[config.mk]
export PLATFORM = sky130hd
export DESIGN_NAME = cache_rd_arbiter
export DESIGN_NICKNAME = d
export VERILOG_FILES = /design/src/rtl/cache_rd_arbiter.sv
export SDC_FILE = /design/constraint.sdc
export NUM_CORES = 1
export LEC_CHECK = 0
export BUFFER_PORTS_ARGS = -buffer_cell sky130_fd_sc_hd__buf_2
export CORE_AREA = 2 2 90 92
export DETAILED_ROUTE_END_ITERATION = 6
export DIE_AREA = 0 0 92 94
export REMOVE_ABC_BUFFERS = 1
export SYNTH_ARGS = -nofsm -noshare
export SYNTH_HDL_FRONTEND = slang
export SYNTH_SLANG_ARGS = --single-unit
[constraint.sdc]
create_clock -name clock -period 2.8 [get_ports clock]
set_clock_uncertainty 0.1 [all_clocks]
set_input_delay 0 -clock clock [delete_from_list [all_inputs] [get_ports clock]]
set_output_delay 0 -clock clock [all_outputs]
set_load 0.01 [all_outputs]
[src/rtl/cache_rd_arbiter.sv]
// Read-channel arbiter between icache and dcache in front of a single-read-port memory bridge.
// One transaction in flight; dcache priority bounded by a starvation counter; uncached reads wait for write-buffer drain.
module cache_rd_arbiter #(
  parameter int unsigned STARVE_LIMIT = 8
) (
  input  logic        clock,
  input  logic        reset,

  input  logic        i_rd_req,
  input  logic [2:0]  i_rd_type,
  input  logic [31:0] i_rd_addr,
  output logic        i_rd_rdy,
  output logic        i_ret_valid,
  output logic        i_ret_last,
  output logic [31:0] i_ret_data,

  input  logic        d_rd_req,
  input  logic [2:0]  d_rd_type,
  input  logic [31:0] d_rd_addr,
  output logic        d_rd_rdy,
  output logic        d_ret_valid,
  output logic        d_ret_last,
  output logic [31:0] d_ret_data,

  output logic        m_rd_req,
  output logic [2:0]  m_rd_type,
  output logic [31:0] m_rd_addr,
  input  logic        m_rd_rdy,
  input  logic        m_ret_valid,
  input  logic        m_ret_last,
  input  logic [31:0] m_ret_data,

  input  logic        wr_buf_empty,
  output logic        busy,

  output logic [1:0]  dbg_state,
  output logic [1:0]  dbg_grant,
  output logic [7:0]  dbg_starve_cnt
);

  // Handshake: a request is transferred on the cycle where req && rdy are both high;
  // the requester holds req/type/addr stable until it sees rdy. Return beats carry no
  // back-pressure: every cycle with ret_valid high is one beat, ret_last marks the final one.

  localparam logic [2:0] TYPE_LINE = 3'b100;
  localparam logic [7:0] LIMIT     = 8'(STARVE_LIMIT);

  typedef enum logic [1:0] {
    ST_IDLE = 2'd0,
    ST_REQ  = 2'd1,
    ST_RESP = 2'd2
  } state_e;

  typedef enum logic [1:0] {
    GNT_NONE = 2'd0,
    GNT_INST = 2'd1,
    GNT_DATA = 2'd2
  } grant_e;

  state_e     state_q, state_d;
  grant_e     grant_q, grant_d;
  logic [7:0] starve_cnt_q, starve_cnt_d;
  logic       busy_q, busy_d;

  logic i_elig;
  logic d_elig;
  logic pick_data;

  // Uncached reads may bypass buffered writes in the bridge, so they only compete
  // once the write buffer is empty; line refills are always safe to issue.
  assign i_elig    = i_rd_req && ((i_rd_type == TYPE_LINE) || wr_buf_empty);
  assign d_elig    = d_rd_req && ((d_rd_type == TYPE_LINE) || wr_buf_empty);
  assign pick_data = d_elig && (!i_elig || (starve_cnt_q < LIMIT));

  always_comb begin
    state_d      = state_q;
    grant_d      = grant_q;
    starve_cnt_d = starve_cnt_q;

    case (state_q)
      ST_IDLE: begin
        if (i_elig || d_elig) begin
          state_d = ST_REQ;
          if (pick_data) begin
            grant_d = GNT_DATA;
            if (i_rd_req) begin
              starve_cnt_d = (starve_cnt_q >= LIMIT) ? LIMIT : starve_cnt_q + 8'd1;
            end else begin
              starve_cnt_d = 8'd0;
            end
          end else begin
            grant_d      = GNT_INST;
            starve_cnt_d = 8'd0;
          end
        end
      end
      ST_REQ: begin
        if (grant_q == GNT_NONE) begin
          state_d = ST_IDLE;
        end else if (m_rd_req && m_rd_rdy) begin
          state_d = ST_RESP;
        end
      end
      ST_RESP: begin
        if (grant_q == GNT_NONE) begin
          state_d = ST_IDLE;
        end else if (m_ret_valid && m_ret_last) begin
          state_d = ST_IDLE;
          grant_d = GNT_NONE;
        end
      end
      default: begin
        state_d = ST_IDLE;
        grant_d = GNT_NONE;
      end
    endcase

    busy_d = (state_d != ST_IDLE);
  end

  always_ff @(posedge clock) begin
    if (reset) begin
      state_q      <= ST_IDLE;
      grant_q      <= GNT_NONE;
      starve_cnt_q <= 8'd0;
      busy_q       <= 1'b0;
    end else begin
      state_q      <= state_d;
      grant_q      <= grant_d;
      starve_cnt_q <= starve_cnt_d;
      busy_q       <= busy_d;
    end
  end

  // Request and return muxes; everything outside the owning phase is forced to zero,
  // which is also what drops stray return beats seen in IDLE or REQ.
  always_comb begin
    m_rd_req    = 1'b0;
    m_rd_type   = 3'b000;
    m_rd_addr   = 32'h0;
    i_rd_rdy    = 1'b0;
    d_rd_rdy    = 1'b0;
    i_ret_valid = 1'b0;
    i_ret_last  = 1'b0;
    i_ret_data  = 32'h0;
    d_ret_valid = 1'b0;
    d_ret_last  = 1'b0;
    d_ret_data  = 32'h0;

    if (state_q == ST_REQ) begin
      case (grant_q)
        GNT_INST: begin
          m_rd_req  = i_rd_req;
          m_rd_type = i_rd_type;
          m_rd_addr = i_rd_addr;
          i_rd_rdy  = m_rd_rdy;
        end
        GNT_DATA: begin
          m_rd_req  = d_rd_req;
          m_rd_type = d_rd_type;
          m_rd_addr = d_rd_addr;
          d_rd_rdy  = m_rd_rdy;
        end
        default: ;
      endcase
    end

    if (state_q == ST_RESP) begin
      case (grant_q)
        GNT_INST: begin
          i_ret_valid = m_ret_valid;
          i_ret_last  = m_ret_last;
          i_ret_data  = m_ret_data;
        end
        GNT_DATA: begin
          d_ret_valid = m_ret_valid;
          d_ret_last  = m_ret_last;
          d_ret_data  = m_ret_data;
        end
        default: ;
      endcase
    end
  end

  assign busy           = busy_q;
  assign dbg_state      = state_q;
  assign dbg_grant      = grant_q;
  assign dbg_starve_cnt = starve_cnt_q;

endmodule

-- Word-level counts from Yosys, hierarchy flattened
Cells that the tools add are included.
- logic and storage cells: 68
- bits of input ports: 110
- register bits after elaboration: 13
- magnitude comparators: 2
- bitwise gates (word level): 1
- reduce and logical (&&, ||, !) cells: 15
- multiplexer cells: 36
- equality and inequality tests: 9
- $add $sub $neg: 1
- operators with widths (kind ; number):
    32-bit two-way mux ; 5
    32-bit one-hot mux with 2 select lines ; 1
    8-bit two-way mux ; 3
    2-bit two-way mux ; 9
    1-bit two-way mux ; 13
    2-bit one-hot mux with 3 select lines ; 2
    8-bit by 1-bit adder with 8-bit output, second input constant ; 1
    8-bit by 4-bit greater-or-equal comparator with 1-bit output, second input constant ; 1
    8-bit by 4-bit < comparator with 1-bit output, second input constant ; 1
    3-bit equality test, second input constant ; 2
    2-bit inequality test, second input constant ; 3
    3-bit one-hot mux with 2 select lines ; 1
    1-bit logical AND ; 5
    2-bit by 1-bit equality test with 1-bit output, second input constant ; 2
    2-bit equality test, second input constant ; 2
    2-bit logical NOT ; 2
    1-bit logical OR ; 4
    4-bit AND reduction ; 1
    3-bit two-way mux ; 1
    1-bit one-hot mux with 2 select lines ; 1
    2-bit AND reduction ; 1
    2-bit nonzero test ; 1
    1-bit logical NOT ; 1
    1-bit NOT ; 1

-- Depth between registers and ports, before layout
Gate-level depths: netlist of the first run.
- word-level depth: 9
- depth in mapped cells: 8
- gate-level depth less buffers: 7

-- Worst setup path after synthesis of the first run
OpenSTA, ideal clock, no wires.
- kind: register to register
- from: register grant_q[0], in the netlist dbg_grant[0]
- to: register state_q[0], in the netlist dbg_state[0]
- library setup time: 0.124 ns
- arrival: 1.504 ns
- setup slack: 1.072 ns
- clock period less this slack: 1.728 ns
- stages on the path, launching flop included: 8
- data required time: 2.576 ns
- cell sequence: dfxtp_1 > inv_1 > ha_1 > nand3b_1 > nor2_1 > nand2_1 > a31oi_1 > nor2_1
- word-level cells in the longest chain between the ends: 7
- RTL lines (what ; RTL line ; text):
    start, declared ; 61 ; grant_e grant_q, grant_d;
    start signal, assigned ; 129 ; grant_q <= grant_d;
    2-bit equality test / 2-bit by 1-bit equality test with 1-bit output (equally long branches) ; 151 ; case (grant_q)
    1-bit one-hot mux with 2 select lines * ; 151 ;
    1-bit two-way mux * ; 150 ; if (state_q == ST_REQ) begin
    named net m_rd_req ; 25 ; output logic m_rd_req,
    1-bit logical AND * ; 100 ; end else if (m_rd_req && m_rd_rdy) begin
    2-bit two-way mux * ; 100 ;
    2-bit two-way mux * ; 98 ; if (grant_q == GNT_NONE) begin
    2-bit one-hot mux with 3 select lines * ; 80 ; case (state_q)
    end signal, assigned ; 128 ; state_q <= state_d;
    end, declared ; 60 ; state_e state_q, state_d;
Mark *: on every way through the listed nets, which the timed path passes. The rest lies on a longest branch.
A chain may end at the register's enable or synchronous reset.

-- Final worst setup path of the first run
- from: register starve_cnt_q[4], in the netlist dbg_starve_cnt[4]
- to: register starve_cnt_q[3], in the netlist dbg_starve_cnt[3]
- word-level cells in the longest chain between the ends: 4
- RTL lines (what ; RTL line ; text):
    start, declared ; 62 ; logic [7:0] starve_cnt_q, starve_cnt_d;
    start signal, assigned ; 130 ; starve_cnt_q <= starve_cnt_d;
    8-bit by 4-bit greater-or-equal comparator with 1-bit output / 8-bit by 4-bit < comparator with 1-bit output (equally long branches) ; 87, 73 ;
    8-bit two-way mux / 1-bit logical OR (equally long branches) ; 87, 73 ;
    8-bit two-way mux / 1-bit logical AND (equally long branches) ; 86, 73 ;
    8-bit two-way mux * ; 84 ; if (pick_data) begin
Mark *: on every way between the ends. The rest lies on a longest branch, timed or not.

==> impl_metrics.env, run 1 <==
export IMPL_io_buffers=228
export IMPL_timing_critical_path_from_type="flip-flop"
export IMPL_cts_tree="built"
export IMPL_post_route_drc_count=0
export IMPL_cts_htree_levels=1
export IMPL_post_synthesis_cell_area_sq_um=1620
export IMPL_switching_power_uw=194
export IMPL_grt_setup_unrepaired="no"
export IMPL_ys_dominant_reg_cell="sky130_fd_sc_hd__dfxtp_1"
export IMPL_avgSynthCellArea_sq_um=6.66
export IMPL_die_w_um=92
export IMPL_hold_viol=0
export IMPL_number_of_filler_cells_placed_in_the_layout=864
export IMPL_clock_power_share_pct=28.4
export IMPL_grt_max_degree=38
export IMPL_route_detailed_vias_per_inst=4.56
export IMPL_synth_async_sr_flop_share_pct=0
export IMPL_cts_buffer_count=3
export IMPL_internal_reg_to_reg_setup_slack_ps=530
export IMPL_power_share_combinational_pct=37.8
export IMPL_period_share_pct=81.1
export IMPL_die_area_sq_um=8650
export IMPL_clkSlewWorstSetupHoldPaths_ps=50
export IMPL_cts_setup_buffers=0
export IMPL_wirelength_um=8220
export IMPL_max_cap_violations=0
export IMPL_netlist_instances=244
export IMPL_first_iter_violations=47
export IMPL_synth_warnings=0
export IMPL_grt_usage_pct=17.5
export IMPL_clk_insertion_delay_late_ps=250
export IMPL_drtPass1Iterations=5
export IMPL_place_inst=557
export IMPL_largest_stage_delay_on_the_critical_path_ps=560
export IMPL_grt_antenna_before_repair=6
export IMPL_grt_pass1_wl_um=12100
export IMPL_fin_nets=578
export IMPL_internal_power_uw=402
export IMPL_final_design_area_no_fill_sq_um=2920
export IMPL_power_per_cell_area_nw_per_um2=204
export IMPL_grt_pass1_vias=2366
export IMPL_ys_ff_latch=13
export IMPL_dr_total_vias=2587
export IMPL_ios=229
export IMPL_buffer_cell_driving_the_clock_tree_root="sky130_fd_sc_hd__clkbuf_8"
export IMPL_synth_top_area_share_pct=26.2
export IMPL_syn2layout_area_growth_pct=80.0
export IMPL_timing_max_slew_rel_slack_pct=39.6
export IMPL_critical_path_peak_fanout=5
export IMPL_critical_path_slowest_cell="sky130_fd_sc_hd__or4_4"
export IMPL_sequential_area_share_after_synthesis_pct=16.0
export IMPL_critPathTopFamily="simple AND/OR/NAND/NOR gates"
export IMPL_p_leak_nw=1.69
export IMPL_critical_path_buf_inv_count=1
export IMPL_timing_critical_path_required_ps=2830
export IMPL_post_route_min_period_ps=2270
export IMPL_top_post_synthesis_cells_by_area="sky130_fd_sc_hd__and2_1, sky130_fd_sc_hd__a22oi_1, sky130_fd_sc_hd__dfxtp_1"
export IMPL_synth_edff_count=0
export IMPL_power_share_switching_pct=32.5
export IMPL_post_drt_wl_per_cell_um=14.5
export IMPL_crit_chain="or4_4 -> nor2_4 -> mux2_1 -> nand3_1 -> a21oi_1 -> dlygate4sd3_1"
export IMPL_placement_cell_area_sq_um=2840
export IMPL_drive_gt1_share_pct=51.3
export IMPL_hold_path_class="in2reg"
export IMPL_yosys_area_top_type="sky130_fd_sc_hd__and2_1"
export IMPL_final_replace_weighted_congestion=0.796
export IMPL_run_status="finished, final reports clean"
export IMPL_crit_type="reg2reg"
export IMPL_globalRouteOverflowTotal=0
export IMPL_fmax_ghz=0.440
export IMPL_starting_density_of_the_core_pct=21.3
export IMPL_vdd_drop_max_v=0.000220
export IMPL_synth_most_common_cell="sky130_fd_sc_hd__and2_1"
export IMPL_end_kind="flip-flop"
export IMPL_fin_tns_setup_ps=0
export IMPL_cts_hold_fix_buffers=3
export IMPL_fin_hold_ws_ps=27.2
export IMPL_post_dp_hpwl_um=6820
export IMPL_netlist_cell_type_count=36
export IMPL_die_height_um=94
export IMPL_stdcell_count=567
export IMPL_tightest_slew_ps=906
export IMPL_cts_buffer_depth=2
export IMPL_postRouteAntennaNets=0
export IMPL_ys_top_cells_by_count="sky130_fd_sc_hd__and2_1, sky130_fd_sc_hd__nor2_1, sky130_fd_sc_hd__a22oi_1"
export IMPL_worst_ep_arrival_time_ps=2310
export IMPL_std_cell_rows=32
export IMPL_drv_slew=0
export IMPL_timing_final_setup_violations=0
export IMPL_final_design_utilization_pct=38.4
export IMPL_clock_sinks=13
export IMPL_cts_resized=0
export IMPL_sequentialPowerShare_pct=33.8
export IMPL_core_area_sq_um=7610
==> per-layer routing <==
layer / vias up / part of all wire, % / wire [um] / track usage [%]
met1: 1175 / 41 / 3340 / 20.8
met4: 6 / 2.2 / 178 / 5.60
met5: - / 0.50 / 41 / 0
li1: 1275 / - / - / -
met2: 113 / 47 / 3820 / 29.3
met3: 18 / 10 / 839 / 6.50
==> tightest hold or removal path, delay by kind of cell <==
| kind | cells | cell delay (ps) |
|---|---|---|
| AOI/OAI and AO/OA | 1 | 70 |
| buffers and inverters | 1 | 100 |
| and+or+nand+nor | 2 | 170 |
==> power groups by stage <==
stage                     Sequential [mW]  Clock (mW)  Combinational, mW
final                               0.201       0.169              0.225
after global routing                0.203       0.186              0.252
after CTS                           0.202       0.175              0.228
after detailed placement            0.205           0              0.224
after global placement              0.205           0              0.223
after floorplan                     0.207           0             0.0942
==> metrics by stage <==
step | setup slack [ps] | power, mW
after floorplan | 466 | 0.301
final | 528 | 0.596
after global placement | 1070 | 0.428
after detailed placement | 1010 | 0.430
after CTS | 515 | 0.605
after global routing | 438 | 0.641
==> kinds of logic after synthesis <==
logic type                 Yosys count  synth area share (%)
buffers and inverters               25                  5.78
xor gates and xnor gates             3                  1.62
DFF                                 13                  16.0
and+or+nand+nor                    140                  46.6
AOI/OAI and AO/OA                   56                  24.8
muxes                                2                  1.31
adders and majority gates            5                  3.85
==> sequential cells by signal (all words and copies together) (netlist names) <==
name,flops
busy,1
dbg_state,2
dbg_starve_cnt,8
dbg_grant,2
==> area by class of cell <==
| type | count | area, sq um | share of cell area (%) |
|---|---|---|---|
| Tap cell | 102 | 128 | 4.37 |
| Antenna cell | 3 | 7.51 | 0.257 |
| Clock buffer | 4 | 45.0 | 1.54 |
| Multi-Input combinational cell | 206 | 1270 | 43.5 |
| Sequential cell | 13 | 260 | 8.90 |
| Timing Repair Buffer | 234 | 1190 | 40.8 |
| Inverter | 5 | 18.8 | 0.642 |
==> worst paths after layout <==
| path | depth (start not counted) | end | start |
|---|---|---|---|
| worst max-delay path | 6 | dbg_starve_cnt[3] | dbg_starve_cnt[4] |
| worst min-delay path | 4 | dbg_state[1] | m_ret_valid |
| worst min register to register | 2 | dbg_grant[1] | dbg_grant[1] |
| worst max register to register | 6 | dbg_starve_cnt[3] | dbg_starve_cnt[4] |
==> layout by cell type (no fill, tap or decap), types with 2 or more instances in the layout <==
cell type / n
sky130_fd_sc_hd__a31oi_1: 2
sky130_fd_sc_hd__diode_2: 3
sky130_fd_sc_hd__a211oi_1: 2
sky130_fd_sc_hd__nor3b_1: 3
sky130_fd_sc_hd__a22oi_1: 36
sky130_fd_sc_hd__buf_4: 3
sky130_fd_sc_hd__nor2_1: 47
sky130_fd_sc_hd__inv_1: 5
sky130_fd_sc_hd__xnor2_1: 3
sky130_fd_sc_hd__o21ai_0: 2
sky130_fd_sc_hd__clkbuf_8: 3
sky130_fd_sc_hd__o21ai_1: 2
sky130_fd_sc_hd__and2_1: 68
sky130_fd_sc_hd__dlygate4sd3_1: 3
sky130_fd_sc_hd__dfxtp_1: 13
sky130_fd_sc_hd__buf_2: 228
sky130_fd_sc_hd__ha_1: 5
sky130_fd_sc_hd__nand2_1: 7
sky130_fd_sc_hd__and3b_1: 2
sky130_fd_sc_hd__and3_1: 3
sky130_fd_sc_hd__nand3_1: 2
sky130_fd_sc_hd__a21oi_1: 5
(Power assumes the default switching activity.)
==> inputs of run 2 (changes only) <==
CORE_AREA = 2 2 89 91   (was 2 2 90 92)
DIE_AREA = 0 0 91 93   (was 0 0 92 94)
clock period = 2 ns   (was 2.8 ns; I/O delays follow)
==> impl_metrics.env, run 2 (synthesized netlist as in run 1, its figures left out) <==
export IMPL_run_status="finished, final reports clean"
export IMPL_die_w_um=91
export IMPL_io_buffers=228
export IMPL_route_detailed_vias_per_inst=4.54
export IMPL_critical_path_peak_fanout=35
export IMPL_post_drt_wl_per_cell_um=14.6
export IMPL_grt_antenna_before_repair=5
export IMPL_buffer_cell_driving_the_clock_tree_root="sky130_fd_sc_hd__clkbuf_8"
export IMPL_grt_pass1_vias=2410
export IMPL_power_share_combinational_pct=39.0
export IMPL_ios=229
export IMPL_fin_nets=579
export IMPL_critical_path_slowest_cell="sky130_fd_sc_hd__dfxtp_1"
export IMPL_number_of_filler_cells_placed_in_the_layout=876
export IMPL_final_design_area_no_fill_sq_um=2960
export IMPL_period_share_pct=91.0
export IMPL_cts_buffer_depth=2
export IMPL_globalRouteOverflowTotal=0
export IMPL_grt_usage_pct=17.6
export IMPL_end_kind="primary output"
export IMPL_starting_density_of_the_core_pct=21.6
export IMPL_sequentialPowerShare_pct=33.4
export IMPL_p_leak_nw=1.69
export IMPL_cts_tree="built"
export IMPL_tightest_slew_ps=456
export IMPL_cts_buffer_count=3
export IMPL_fmax_ghz=0.549
export IMPL_clock_sinks=13
export IMPL_timing_critical_path_from_type="flip-flop"
export IMPL_cts_setup_buffers=0
export IMPL_hp_start="m_ret_last"
export IMPL_post_dp_hpwl_um=6770
export IMPL_most_common_library_cell_in_the_layout_ignoring_fill_and_taps="sky130_fd_sc_hd__buf_2"
export IMPL_power_per_cell_area_nw_per_um2=286
export IMPL_reg2reg_from="dbg_starve_cnt[4]"
export IMPL_core_area_sq_um=7530
export IMPL_vdd_drop_max_v=0.000355
export IMPL_largest_register_ffs=8
export IMPL_finalPower_uw=846
export IMPL_switching_power_uw=272
export IMPL_std_cell_rows=32
export IMPL_grt_pass1_wl_um=12300
export IMPL_hold_viol=0
export IMPL_timing_final_setup_violations=0
export IMPL_power_share_switching_pct=32.2
export IMPL_top_library_cells_by_usage_in_the_layout_fill_and_taps_aside="sky130_fd_sc_hd__buf_2, sky130_fd_sc_hd__and2_1, sky130_fd_sc_hd__nor2_1"
export IMPL_final_design_utilization_pct=39.3
export IMPL_post_route_min_period_ps=1820
export IMPL_timing_critical_path_from="dbg_grant[0]"
export IMPL_hold_path_class="in2reg"
export IMPL_post_route_drc_count=0
export IMPL_placement_cell_area_sq_um=2870
export IMPL_max_cap_violations=0
export IMPL_crit_chain="inv_1 -> ha_1 -> nand3b_1 -> buf_4 -> nor2_1 -> buf_2"
export IMPL_syn2layout_area_growth_pct=82.0
export IMPL_postRouteAntennaNets=0
export IMPL_grt_max_degree=38
export IMPL_drtPass1Iterations=4
export IMPL_timing_max_slew_rel_slack_pct=69.6
export IMPL_drive_gt1_share_pct=51.8
export IMPL_timing_critical_path_required_ps=1900
export IMPL_largest_stage_delay_on_the_critical_path_ps=370
export IMPL_wirelength_um=8250
export IMPL_clock_power_share_pct=27.7
export IMPL_clk_insertion_delay_late_ps=240
export IMPL_critical_path_buf_inv_count=3
export IMPL_drv_slew=0
export IMPL_die_area_sq_um=8460
export IMPL_critPathTopFamily="buffers and inverters"
export IMPL_final_replace_weighted_congestion=0.786
export IMPL_grt_setup_unrepaired="no"
export IMPL_worst_ep_arrival_time_ps=1720
export IMPL_internal_power_uw=574
export IMPL_cts_htree_levels=1
export IMPL_dr_total_vias=2572
export IMPL_die_height_um=93
export IMPL_first_iter_violations=83
export IMPL_crit_type="reg2out"
export IMPL_clkSlewWorstSetupHoldPaths_ps=50
## run 2: what timing repair did
action | 4_1_cts | 5_1_grt
endpoints found under the hold margin | 7 | 0
hold buffers | 3 | 0
endpoints found under the setup margin | 68 | 0
resized for setup | 2 | 0
## run 2: path summary, 6_finish.rpt
kind	end	slack, ps	depth (start not counted)
setup / recovery	m_rd_addr[14]	180	6
hold / removal	dbg_state[1]	4	4
setup reg to reg	dbg_starve_cnt[3]	290	5
hold reg to reg	dbg_grant[0]	410	2
## run 2: routing by layer
| layer | wire [um] | global-route usage, % |
|---|---|---|
| met1 | 3350 | 21.0 |
| met2 | 4020 | 31.6 |
| met3 | 766 | 5.40 |
| met4 | 75 | 3.16 |
| met5 | 46 | 0 |
## run 2: stage by stage
stage	setup WS (ps)	TNS, ps	hold slack (ps)	cells
after floorplan	-334	-7320	-30.9	224
after global placement	222	0	196	558
after detailed placement	148	0	196	558
after CTS	132	0	2.35	565
after global routing	21.6	0	40.5	565
final	180	0	4.32	567
## run 2: tightest hold or removal path, delay by kind of cell
family	cells	cell delay, ps
compound gates	1	70
simple gates	2	150
buf+inv	1	90
## run 2: power by group through the flow
| stage | registers, mW | clock network, mW | logic [mW] |
|---|---|---|---|
| detailed placement | 0.288 | 0 | 0.326 |
| global placement | 0.288 | 0 | 0.324 |
| CTS | 0.282 | 0.243 | 0.333 |
| finish | 0.282 | 0.234 | 0.330 |
| floorplan | 0.290 | 0 | 0.132 |
| global route | 0.285 | 0.254 | 0.367 |
## run 2: area by class of cell
class	instances	area [sq um]	area share (%)
Tap cell	102	128	4.32
Timing Repair Buffer	235	1230	41.5
Antenna cell	2	5.00	0.169
Multi-Input combinational cell	206	1270	43.1
Inverter	5	18.8	0.635
Sequential cell	13	260	8.81
Clock buffer	4	45.0	1.52
